--- config.mk ---
export PLATFORM = sky130hd
export DESIGN_NAME = hit_frontend
export DESIGN_NICKNAME = d
export VERILOG_FILES = /design/src/rtl/hit_frontend.sv
export SDC_FILE = /design/constraint.sdc
export NUM_CORES = 1
export LEC_CHECK = 0
export ABC_AREA = 1
export CAP_MARGIN = 40
export CORE_MARGIN = 2
export CORE_UTILIZATION = 47
export CTS_CLUSTER_DIAMETER = 120
export DETAILED_ROUTE_END_ITERATION = 8
export PLACE_DENSITY = 0.7
export SLEW_MARGIN = 40
export SYNTH_ARGS = -nofsm -noshare
export SYNTH_HDL_FRONTEND = slang
export SYNTH_SLANG_ARGS = --single-unit
--- constraint.sdc ---
create_clock -name clk -period 1.54 [get_ports clk]
set_clock_uncertainty 0.2 [all_clocks]
set_input_delay 0.231 -clock clk [delete_from_list [all_inputs] [get_ports clk]]
set_output_delay 0.231 -clock clk [all_outputs]
set_load 0.02 [all_outputs]
--- src/rtl/hit_frontend.sv ---
// hit_frontend: conditions the asynchronous detector hit input for the counting core.
// Synchronises hit, detects rising edges, enforces a programmable dead time after
// each accepted hit, and counts hits rejected during dead time.
//
// Optional feature macro: HIT_FRONTEND_GLITCH_FILTER_EN
//   defined   -> an edge needs hs high on two consecutive cycles after a low (0,1,1);
//                adds one cycle of latency and drops 1-cycle pulses.
//   undefined -> plain single-sample rising-edge detect.
//
// Ports:
//   clk       system clock, rising edge
//   rst_n     asynchronous active-low reset
//   hit       raw asynchronous detector hit
//   mode      3'b001 = DATA_TAKING; anything else returns the FSM to IDLE
//   clr_lost  synchronous clear of lost_cnt (wins over an increment)
//   hit_valid 1-cycle strobe per accepted hit
//   hit_lost  1-cycle strobe per hit rejected during dead time
//   dead      high while the dead-time window is active
//   armed     high while the FSM is not IDLE
//   lost_cnt  saturating count of rejected hits
module hit_frontend #(
  parameter int unsigned DATA_BITS   = 12,
  parameter int unsigned DEAD_CYCLES = 8,
  parameter int unsigned SYNC_STAGES = 2   // legal range 2..4
) (
  input  logic                 clk,
  input  logic                 rst_n,
  input  logic                 hit,
  input  logic [2:0]           mode,
  input  logic                 clr_lost,
  output logic                 hit_valid,
  output logic                 hit_lost,
  output logic                 dead,
  output logic                 armed,
  output logic [DATA_BITS-1:0] lost_cnt
);

  localparam int unsigned CTR_W     = (DEAD_CYCLES > 1) ? $clog2(DEAD_CYCLES) : 1;
  localparam int unsigned DEAD_INIT = (DEAD_CYCLES > 0) ? (DEAD_CYCLES - 1) : 0;
`ifdef HIT_FRONTEND_GLITCH_FILTER_EN
  localparam int unsigned HIST_W    = 2;
`else
  localparam int unsigned HIST_W    = 1;
`endif
  localparam int unsigned VLD_W     = SYNC_STAGES + HIST_W;

  localparam logic [1:0] S_IDLE  = 2'd0;
  localparam logic [1:0] S_ARMED = 2'd1;
  localparam logic [1:0] S_DEAD  = 2'd2;

  localparam logic [2:0] MODE_DATA = 3'b001;

  logic [SYNC_STAGES-1:0] sync_q;
  logic                   hs;
  logic                   hs_d;
  logic [VLD_W-1:0]       vld_q;
  logic                   hit_edge;

  logic [1:0]           state_q, state_n;
  logic [CTR_W-1:0]     ctr_q, ctr_n;
  logic                 valid_n, lost_n, dead_n, armed_n;
  logic [DATA_BITS-1:0] lcnt_n;

  assign hs = sync_q[SYNC_STAGES-1];

  // Synchroniser, edge history, and a fill marker so that a hit already high at
  // reset release is not mistaken for a rising edge (history flops reset to 0).
  always_ff @(posedge clk or negedge rst_n) begin
    if (!rst_n) begin
      sync_q <= '0;
      hs_d   <= 1'b0;
      vld_q  <= '0;
    end else begin
      sync_q <= {sync_q[SYNC_STAGES-2:0], hit};
      hs_d   <= hs;
      vld_q  <= {vld_q[VLD_W-2:0], 1'b1};
    end
  end

`ifdef HIT_FRONTEND_GLITCH_FILTER_EN
  logic hs_d2;

  always_ff @(posedge clk or negedge rst_n) begin
    if (!rst_n) hs_d2 <= 1'b0;
    else        hs_d2 <= hs_d;
  end

  // Edge only after the pattern low, high, high.
  assign hit_edge = hs & hs_d & ~hs_d2 & vld_q[VLD_W-1];
`else
  assign hit_edge = hs & ~hs_d & vld_q[VLD_W-1];
`endif

  // State and registered outputs.
  always_ff @(posedge clk or negedge rst_n) begin
    if (!rst_n) begin
      state_q   <= S_IDLE;
      ctr_q     <= '0;
      hit_valid <= 1'b0;
      hit_lost  <= 1'b0;
      dead      <= 1'b0;
      armed     <= 1'b0;
      lost_cnt  <= '0;
    end else begin
      state_q   <= state_n;
      ctr_q     <= ctr_n;
      hit_valid <= valid_n;
      hit_lost  <= lost_n;
      dead      <= dead_n;
      armed     <= armed_n;
      lost_cnt  <= lcnt_n;
    end
  end

  // Next-state and next-output logic.
  always_comb begin
    state_n = state_q;
    ctr_n   = ctr_q;
    valid_n = 1'b0;
    lost_n  = 1'b0;
    dead_n  = dead;
    lcnt_n  = lost_cnt;

    case (state_q)
      S_IDLE: begin
        dead_n = 1'b0;
        ctr_n  = '0;
        if (mode == MODE_DATA) state_n = S_ARMED;
      end
      S_ARMED: begin
        if (mode != MODE_DATA) begin
          state_n = S_IDLE;
          dead_n  = 1'b0;
          ctr_n   = '0;
        end else if (hit_edge) begin
          valid_n = 1'b1;
          if (DEAD_CYCLES > 0) begin
            state_n = S_DEAD;
            dead_n  = 1'b1;
            ctr_n   = CTR_W'(DEAD_INIT);
          end
        end
      end
      S_DEAD: begin
        if (mode != MODE_DATA) begin
          state_n = S_IDLE;
          dead_n  = 1'b0;
          ctr_n   = '0;
        end else begin
          if (hit_edge) begin
            lost_n = 1'b1;
            if (!(&lost_cnt)) lcnt_n = lost_cnt + DATA_BITS'(1);
          end
          if (ctr_q == '0) begin
            state_n = S_ARMED;
            dead_n  = 1'b0;
          end else begin
            ctr_n = ctr_q - CTR_W'(1);
          end
        end
      end
      default: begin
        state_n = S_IDLE;
        dead_n  = 1'b0;
        ctr_n   = '0;
      end
    endcase

    if (clr_lost) lcnt_n = '0;
    armed_n = (state_n != S_IDLE);
  end

endmodule

==> out/results.txt <==
Iter 0 DRT Violations - 70
Post-synth top flop - dfrtp_1
Chip Width - 59.8 um
CP Launch Type - input port
YS warnings - 0
Final worst path period need - 1.65 ns
Psw - 0.000456 W
Average cell area after synthesis - 7.70 um2
Gr usage total - 0.211
Input/output buffers - 22
Netlist cell types - 20
HP Start - hit
Combinational Power Share - 0.267
GP Congestion - 0.855
Layout cells sized above 1 - 0.325
Initial antenna violation count - 0
Final worst path period share - 1.07
First-pass iteration count of the detailed router - 5
Synth top area share - 0.462
Worst Path Required - 1.58 ns
CP startpoint - mode[0]
TNS Setup - -1.19 ns
Pins Over Slew Limit - 0
Vias in the first global route - 1428
Global route overflow - 0
RSZ-0062 raised after global routing - true
Worst path most repeated cell - nand2_1
Pin count of the biggest net entering global routing - 20
Cells along the critical path - clkdlybuf4s50_1, nand2_1, nor2_1, nand3_1, nor2_4, nor2_4, buf_12, nand2_1, nand2_1
Area leader, netlist - dfrtp_1
Synth-to-layout area growth - 48.0%
Initial Util - 0.487
Mapped Area - 1460 um2
First-pass GRT wire length - 5710 um
Crit path max fanout - 12
Cts bufs inserted - 3
Count leader, synth - nand2_1
H-tree Lvls - 1
Pwr per Cell Area - 687 nW/um2
Critical Path Max Stage Delay - 0.48 ns
Clk sinks - 27
Final nets - 264
Register bit count reported by yosys - 27
Crit path capture type - flop
Mapped Cells - 190
FFs w/ async S/R, synth - 1.00
Leakage power - 1.12 nW
CP max stage cell - clkdlybuf4s50_1
Rows - 20
Synth top area cells - dfrtp_1 46%, nand2_1 15%, inv_1 6.9%
Clock power share - 0.222
Clk buf depth - 2
Ant. Diodes - 0
TritonCTS clock tree - done
VDD IR max - 0.484 mV
Vias/cell - 5.11
Status - finished, violations left
EDFF count, synth - 0
Fillers - 239
Failing checks - negative setup slack
Final hold vios - 0
Max-Cap Viols - 0
Root Buffer - clkbuf_4
Sequential power share - 0.511
Type of the worst min-delay path - in2reg
DR vias - 1441
WHS - 0.114 ns
Switching fraction of total power - 0.306
Total wire length - 3560 um
Syn nets - 204
Io pins - 23
P_int - 0.00103 W
Post-synth top cells - 59 x nand2_1, 27 x dfrtp_1, 27 x inv_1
Reg clk slew, reported paths - 0.15 ns
Post-synthesis sequential area ratio - 0.462
CP Data Arrival Time - 1.69 ns
Crit Path Category - in2reg
Chip height - 59.8 um
Fin worst setup slack - -0.114 ns
Final setup vio count - 13
Final ANT Viol Nets - 0
Hpwl dp - 2460 um
Total core area - 3000 um2
Worst-Skew Late Latency - 0.33 ns
Fmax - 605 MHz
Worst r2r src - lost_cnt[0]
DIE AREA - 3570 um2
# DRC - 0
Routed length per instance - 12.6 um
flip-flops by register name (all words and copies together), names as in the netlist:
name,flops
lost_cnt,12
ctr_q,3
vld_q,3
state_q,2
sync_q,2
armed,1
dead,1
hit_lost,1
hit_valid,1
hs_d,1
layout make-up:
cell class,count,area [um2],area share
Multi-Input combinational cell,132,802,0.371
Clock buffer,3,22.5,0.0104
Tap cell,33,41.3,0.0191
Inverter,28,105,0.0486
Clock inverter,1,8.76,0.00405
Timing Repair Buffer,58,507,0.234
Sequential cell,27,678,0.313
stage by stage:
stage	util	area (um2)	total power (W)	cells	setup WS [ns]
6_report	0.721	2160	0.00149	282	-0.114
5_1_grt	0.721	2160	0.00156	282	-0.190
4_1_cts	0.668	2010	0.00140	276	-0.112
3_5_place_dp	0.643	1930	0.00105	268	-0.329
3_3_place_gp	0.643	1930	0.00104	268	-0.305
2_1_floorplan	-	1490	0.000918	190	-0.123
layout by cell type (no fill, tap or decap), drive strengths merged, types with 2 or more instances in the layout:
cell | synthesis | final
dlygate4sd2 | 0 | 3
nand3b | 2 | 2
o21ai | 7 | 7
nand4 | 12 | 12
ha | 7 | 7
buf | 2 | 41
nand3 | 17 | 17
nand2 | 59 | 59
clkbuf | 1 | 6
xor2 | 2 | 2
a21oi | 3 | 3
nor2 | 20 | 20
clkdlybuf4s50 | 0 | 6
dfrtp | 27 | 27
inv | 28 | 29
clkdlybuf4s15 | 0 | 4
critical path, delay by kind of cell:
kind	cells	cell delay [ns]
AND/OR/NAND/NOR	7	0.84
buffers and inverters	2	0.62
power groups by stage:
stage	combinational [W]	sequential (W)	clock, W
after global routing	0.000427	0.000764	0.000373
after CTS	0.000297	0.000761	0.000340
after global placement	0.000272	0.000770	0
after detailed placement	0.000280	0.000772	0
final	0.000397	0.000761	0.000330
after floorplan	0.000122	0.000796	0
kinds of logic after synthesis:
group / synth area share
AO/OA/AOI/OAI: 0.0393
other: 0.00256
adder cells (fa/ha/maj): 0.0599
buffers and inverters: 0.0873
AND/OR/NAND/NOR: 0.337
XOR/XNOR: 0.0120
flip-flops: 0.462
final timing paths:
kind | slack [ns] | to | cells after the start
worst max-delay path | -0.11 | lost_cnt[2] | 9
worst min-delay path | 0.11 | sync_q[0] | 1
min in group asynchronous | 0.53 | lost_cnt[1] | 3
max in group asynchronous | 0.36 | state_q[1] | 3
worst max register to register | -0.07 | lost_cnt[2] | 10
worst min register to register | 0.17 | vld_q[2] | 0
metal layers:
| layer | track usage | vias to the layer above | part of all wire |
|---|---|---|---|
| met2 | 0.399 | 29 | 0.54 |
| met5 | 0 | - | 0 |
| met1 | 0.226 | 689 | 0.40 |
| met4 | 0.102 | 0 | 0.022 |
| li1 | - | 714 | - |
| met3 | 0.0303 | 9 | 0.034 |
repair_timing:
action / in CTS / in global routing
hold buffers: 1 / 0
hold endpoints to repair: 8 / 0
cloned: 0 / 0
setup buffers: 3 / 7
pin swaps: 4 / 8
gates resized for setup: 47 / 45
setup endpoints to repair: 33 / 30
Power figures use the tool's default switching activity.
